`src/rtl/ltc2624_pkg.sv`:
```
// ltc2624_pkg: LTC2624 frame constants, FSM state codes and frame builder
package ltc2624_pkg;
  localparam int FRAME_W = 32;
  localparam logic [3:0] CMD_WRITE_UPDATE = 4'b0011;
  localparam logic [3:0] ADDR_DAC_A = 4'b0000;
  localparam logic [3:0] ADDR_DAC_B = 4'b0001;
  localparam logic [3:0] ADDR_DAC_C = 4'b0010;
  localparam logic [3:0] ADDR_DAC_D = 4'b0011;
  localparam logic [3:0] ADDR_ALL = 4'b1111;
  localparam logic [2:0] S_IDLE = 3'd0;
  localparam logic [2:0] S_SETUP_A = 3'd1;
  localparam logic [2:0] S_SHIFT_A = 3'd2;
  localparam logic [2:0] S_GAP_A = 3'd3;
  localparam logic [2:0] S_SETUP_B = 3'd4;
  localparam logic [2:0] S_SHIFT_B = 3'd5;
  localparam logic [2:0] S_GAP_B = 3'd6;
  function automatic logic [FRAME_W-1:0] ltc2624_frame(input logic [3:0] cmd, input logic [3:0] addr, input logic [11:0] data12);
    return {8'h00, cmd, addr, data12, 4'h0};
  endfunction
endpackage

```
`src/rtl/ltc2624_dual_frame_sender_shifter.sv`:
```
// spi_frame_shifter: shifts one 32-bit word out MSB first with a divided, glitch-free SCK
module spi_frame_shifter
  import ltc2624_pkg::*;
#(
  parameter int HALF = 2
) (
  input  logic               qzt_clk,
  input  logic               reset,
  input  logic               load,
  input  logic               go,
  input  logic [FRAME_W-1:0] word,
  output logic               sck,
  output logic               mosi,
  output logic               last
);
  logic [FRAME_W-1:0] sr;
  logic [3:0] cnt;
  logic [4:0] bits;
  logic active;
  logic half_end;
  assign half_end = active && cnt == 4'(HALF - 1);
  assign last = half_end && sck && bits == 5'd31;
  // the register drains to zero, so MOSI idles low once the frame is out
  assign mosi = sr[FRAME_W-1];
  always_ff @(posedge qzt_clk) begin
    if (reset) begin
      sr <= '0;
      cnt <= '0;
      bits <= '0;
      active <= 1'b0;
      sck <= 1'b0;
    end else if (load) begin
      sr <= word;
      cnt <= '0;
      bits <= '0;
      active <= 1'b0;
      sck <= 1'b0;
    end else if (go) begin
      active <= 1'b1;
      cnt <= '0;
      sck <= 1'b0;
    end else if (half_end) begin
      cnt <= '0;
      sck <= !sck;
      if (sck) begin
        sr <= sr << 1;
        bits <= bits + 5'd1;
        if (bits == 5'd31) active <= 1'b0;
      end
    end else if (active) begin
      cnt <= cnt + 4'd1;
    end
  end
endmodule

```
`src/rtl/ltc2624_dual_frame_sender.sv`:
```
// ltc2624_dual_frame_sender: sends channel A then channel B write-and-update frames to an LTC2624
module ltc2624_dual_frame_sender
  import ltc2624_pkg::*;
#(
  parameter int SCK_HALF_DIV = 2,
  parameter int CS_GAP = 2,
  parameter int SIGNED_IN = 0,
  parameter logic [3:0] CMD = CMD_WRITE_UPDATE,
  parameter logic [3:0] ADDR_A = ADDR_DAC_A,
  parameter logic [3:0] ADDR_B = ADDR_DAC_B
) (
  input  logic        qzt_clk,
  input  logic        reset,
  input  logic        start,
  input  logic [11:0] va,
  input  logic [11:0] vb,
  output logic        busy,
  output logic        done,
  output logic        dac_number,
  output logic        SPI_SCK,
  output logic        SPI_MOSI,
  output logic        DAC_CS,
  output logic        DAC_CLR
);
  localparam logic FLIP = SIGNED_IN != 0;
  logic [2:0] state, nxt;
  logic [11:0] vb_q, va_c, vb_c;
  logic [3:0] gap;
  logic gap_end, last, load, go, in_gap;
  logic [FRAME_W-1:0] word;
  assign va_c = {va[11] ^ FLIP, va[10:0]};
  assign vb_c = {vb[11] ^ FLIP, vb[10:0]};
  assign in_gap = state == S_GAP_A || state == S_GAP_B;
  assign gap_end = in_gap && gap == 4'(CS_GAP - 1);
  assign load = (state == S_IDLE && start) || (state == S_GAP_A && gap_end);
  assign go = state == S_SETUP_A || state == S_SETUP_B;
  assign word = state == S_IDLE ? ltc2624_frame(CMD, ADDR_A, va_c) : ltc2624_frame(CMD, ADDR_B, vb_q);
  assign busy = state != S_IDLE;
  assign DAC_CLR = 1'b1;
  always_comb begin
    nxt = state;
    case (state)
      S_IDLE:    nxt = start ? S_SETUP_A : S_IDLE;
      S_SETUP_A: nxt = S_SHIFT_A;
      S_SHIFT_A: nxt = last ? S_GAP_A : S_SHIFT_A;
      S_GAP_A:   nxt = gap_end ? S_SETUP_B : S_GAP_A;
      S_SETUP_B: nxt = S_SHIFT_B;
      S_SHIFT_B: nxt = last ? S_GAP_B : S_SHIFT_B;
      S_GAP_B:   nxt = gap_end ? S_IDLE : S_GAP_B;
      default:   nxt = S_IDLE;
    endcase
  end
  always_ff @(posedge qzt_clk) begin
    if (reset) begin
      state <= S_IDLE;
      vb_q <= '0;
      gap <= '0;
      done <= 1'b0;
      dac_number <= 1'b0;
      DAC_CS <= 1'b1;
    end else begin
      state <= nxt;
      gap <= in_gap ? gap + 4'd1 : 4'd0;
      done <= state == S_GAP_B && gap_end;
      if (state == S_IDLE && start) vb_q <= vb_c;
      if (state == S_SHIFT_A && last) dac_number <= 1'b1;
      if (state == S_SHIFT_B && last) dac_number <= 1'b0;
      // CS is registered from the next state so it never glitches between frames
      DAC_CS <= !(nxt == S_SETUP_A || nxt == S_SHIFT_A || nxt == S_SETUP_B || nxt == S_SHIFT_B);
    end
  end
  spi_frame_shifter #(.HALF(SCK_HALF_DIV)) u_shifter (
    .qzt_clk(qzt_clk),
    .reset(reset),
    .load(load),
    .go(go),
    .word(word),
    .sck(SPI_SCK),
    .mosi(SPI_MOSI),
    .last(last)
  );
endmodule

```
`config.mk`:
```
export PLATFORM = sky130hd
export DESIGN_NAME = ltc2624_dual_frame_sender
export DESIGN_NICKNAME = d
export VERILOG_FILES = /design/src/rtl/ltc2624_pkg.sv /design/src/rtl/ltc2624_dual_frame_sender_shifter.sv /design/src/rtl/ltc2624_dual_frame_sender.sv
export SDC_FILE = /design/constraint.sdc
export NUM_CORES = 1
export LEC_CHECK = 0
export ABC_AREA = 1
export CORE_UTILIZATION = 35
export CTS_CLUSTER_DIAMETER = 60
export DETAILED_ROUTE_END_ITERATION = 10
export GPL_TIMING_DRIVEN = 0
export SLEW_MARGIN = 0
export SYNTH_ARGS = -nofsm -noshare
export SYNTH_HDL_FRONTEND = slang
export SYNTH_SLANG_ARGS = --single-unit
```
`constraint.sdc`:
```
create_clock -name qzt_clk -period 1.4 [get_ports qzt_clk]
set_input_delay 0.14 -clock qzt_clk [delete_from_list [all_inputs] [get_ports qzt_clk]]
set_output_delay 0.14 -clock qzt_clk [all_outputs]
set_load 0.01 [all_outputs]
```
==> impl_metrics.toml <==
[timing]
drv_slew = 0
fmax_mhz = 648
maxSlewHeadroom_pct = 57.6
worst_pin_slew_ps = 636
timing_hold_violations_final = 0
final-setup-viol-count = 41
rsz0062_at_grt = "yes"
skew_ps = 7.58
post-route-min-period_ps = 1540
period_share_pct = 110
setup_ws_ps = -143

[layout]
design_area_mm2 = 0.00423
area_growth_syn_to_layout_pct = 52.6
final_cell_mix = "nand2_1 (102), dfxtp_1 (51), a21oi_1 (35)"
antenna_cells = 0
fin_nets = 488
drive_gt1_share_pct = 35.1
layout_commonest_cell = "nand2_1"

[grt]
grt_pass1_vias = 2360
grt_util_all_layers_pct = 16.0
grt_max_degree = 13
antenna_found_initial = 0
grt_pass1_wl_um = 10600
grt_use_met2_pct = 26.4
grtUsageMet1_pct = 20.0
grt-busiest-layer = "met2"
overflow = 0
grt_use_met3_pct = 3.60

[run_status]
violations = "negative setup slack"
status = "finished, violations left"

[clock_tree]
root_buffer = "clkbuf_8"
cts_sinks = 61
ctsHtreeMaxLevel = 3
path_clk_slew_ps = 70
cts_hold_buf = 0
clockBufferDepth = 2
clock_latency_ps = 330
tritoncts = "done"
numCtsBuffers = 9

[place]
dp_hpwl_um = 4220
gp_congestion = 0.797
pre_cts_ws_ps = -554
dpl-instance-area_mm2 = 0.00326
port_buffers = 32

[drt]
drtAntennaViolNets = 0
vias = 2629
wl_per_cell_um = 12.0
drc = 0
drt_iter0_drc = 110
routed_wl_um = 6710
dr.pass1.iters = 4
viasPerCell = 4.69

[setup_path]
cp.required_ps = 1670
rrSetupSlack_ps = -140
crit_type = "flop to flop"
cp_data_arrival_time_ps = 1810
worst_setup_path_start_kind = "flop"
timing.rr.end = "DAC_CS$_SDFF_PP1_"
critPathCaptureType = "flop"
ff2ff_path_depth = 10
worstPathMaxFanout = 5
r2r-start = "u_shifter.bits[1]$_SDFFE_PP0P_"

[power]
peakVddDrop_uv = 776
p_leak_nw = 1.70
power.density_mw_per_mm2 = 1120

[floorplan]
coreArea_mm2 = 0.00769
start_util_pct = 36.0
fp.dieArea_mm2 = 0.00827
io_pins = 34
die_x_um = 90.9
rows = 32
die_h_um = 90.9

[logic_synthesis]
synth_cell_type_count = 36
syn_area_mm2 = 0.00277
yosys_warnings = 0
syn_inst = 370
avgSynthCellArea_um2 = 7.48
synth_nets = 403
ys_seq_area_share_pct = 44.1
ys_seq_elements = 61

[worst_hold_path]
worstHoldStart = "vb[7]"
min_path_cells = 3
hold_end = "vb_q[7]$_SDFFE_PP0P_"
hold_path_class = "input port to flop"

[run]
drv_cap = 0
## power breakdown
part | leakage [nW] | switching [W] | total, W | internal [W]
Clock | 0.130 | 0.000677 | 0.00208 | 0.00140
Sequential | 0.502 | 0.0000594 | 0.00187 | 0.00181
Combinational | 1.07 | 0.000389 | 0.000789 | 0.000401
## final cells by class
class | instances | area (µm²)
Buffer | 11 | 90.1
Clock buffer | 11 | 141
Clock inverter | 4 | 120
Fill cell | 704 | 3460
Inverter | 28 | 134
Multi-Input combinational cell | 267 | 1630
Sequential cell | 61 | 1240
Tap cell | 102 | 128
Timing Repair Buffer | 76 | 731
Timing Repair inverter | 1 | 6.26
## state kept, by name, indices dropped and copies added, names as in the netlist
| signal | flops |
|---|---|
| u_shifter.sr | 28 |
| u_shifter.sck | 1 |
| gap | 4 |
| done | 1 |
| u_shifter.bits | 5 |
| DAC_CS | 1 |
| vb_q | 12 |
| state | 3 |
| u_shifter.cnt | 4 |
| dac_number | 1 |
| u_shifter.active | 1 |
## how the worst max path moves through the flow
stage / start / endpoint / slack (ps) / depth (start not counted)
after floorplan: u_shifter.bits[1]$_SDFFE_PP0P_ / DAC_CS$_SDFF_PP1_ / -8 / 9
after global placement: reset / u_shifter.sr[14]$_SDFFE_PP0P_ / -520 / 4
after detailed placement: reset / vb_q[11]$_SDFFE_PP0P_ / -550 / 4
after CTS: u_shifter.bits[1]$_SDFFE_PP0P_ / DAC_CS$_SDFF_PP1_ / -140 / 9
after global routing: u_shifter.bits[1]$_SDFFE_PP0P_ / DAC_CS$_SDFF_PP1_ / -330 / 9
final: u_shifter.bits[1]$_SDFFE_PP0P_ / DAC_CS$_SDFF_PP1_ / -140 / 10
## Yosys cell counts
library cell,count,share of area (%)
nand2_1,115,16
dfxtp_1,61,44
a21oi_1,44,8.0
nor2_1,23,3.1
nand3_1,22,4.0
inv_1,21,2.8
o21ai_0,14,2.5
ha_1,6,2.7
a21boi_1,5,1.4
a21oi_2,5,1.6
clkbuf_1,5,0.68
inv_2,5,0.68
nor3_1,5,0.90
a21boi_0,4,1.1
buf_2,4,0.72
nand2_4,3,1.2
nor2_4,3,1.2
buf_6,2,0.81
inv_4,2,0.45
nand2_2,2,0.45
nor2_2,2,0.45
nor4_1,2,0.45
xor2_1,2,0.63
a211oi_1,1,0.27
buf_1,1,0.14
buf_4,1,0.27
buf_8,1,0.54
conb_1,1,0.14
mux2i_1,1,0.36
nand2_8,1,0.72
nand3_2,1,0.36
nand3_4,1,0.63
nand4_1,1,0.23
o211ai_1,1,0.27
or2_2,1,0.23
xnor2_1,1,0.32
## critical path, stage by stage (launching register included)
cell     delay [ps]
dfxtp_2         350
ha_4            140
inv_2            40
nor3_2          100
ha_2            180
nand4_1         190
nor2_2          240
nor2_1           60
nand3_1          60
nand2_1          50
nand3_1          70
## metrics by stage
stage / setup TNS (ps) / hold slack (ps) / utilization (%) / cells / total power (W)
floorplan: -8.26 / 283 / - / 370 / 0.00227
detailed placement: -10530 / 447 / 42.4 / 504 / 0.00246
finish: -2700 / 353 / 55.0 / 561 / 0.00474
global placement: -9960 / 438 / 42.4 / 504 / 0.00245
global route: -6500 / 367 / 55.0 / 561 / 0.00495
CTS: -2070 / 345 / 49.5 / 540 / 0.00462
## per-layer routing
metal	wire length (µm)	share of wire, %
met2	3320	49
met5	0	0
met1	3050	45
met4	104	1.5
met3	240	3.6
## repair_timing
item,CTS,global route
pin swaps,18,28
resized for setup,49,71
buffers inserted,21,19
cloned,2,3
setup endpoints to repair,57,57
## cells by family after synthesis
group / share of synthesized area [%]
AOI/OAI and AO/OA: 15.0
xor gates and xnor gates: 0.949
adders and majority gates: 2.71
buffers and inverters: 7.14
DFF: 44.1
muxes: 0.362
other: 0.135
and+or+nand+nor: 29.6
Power figures use the tool's default switching activity.
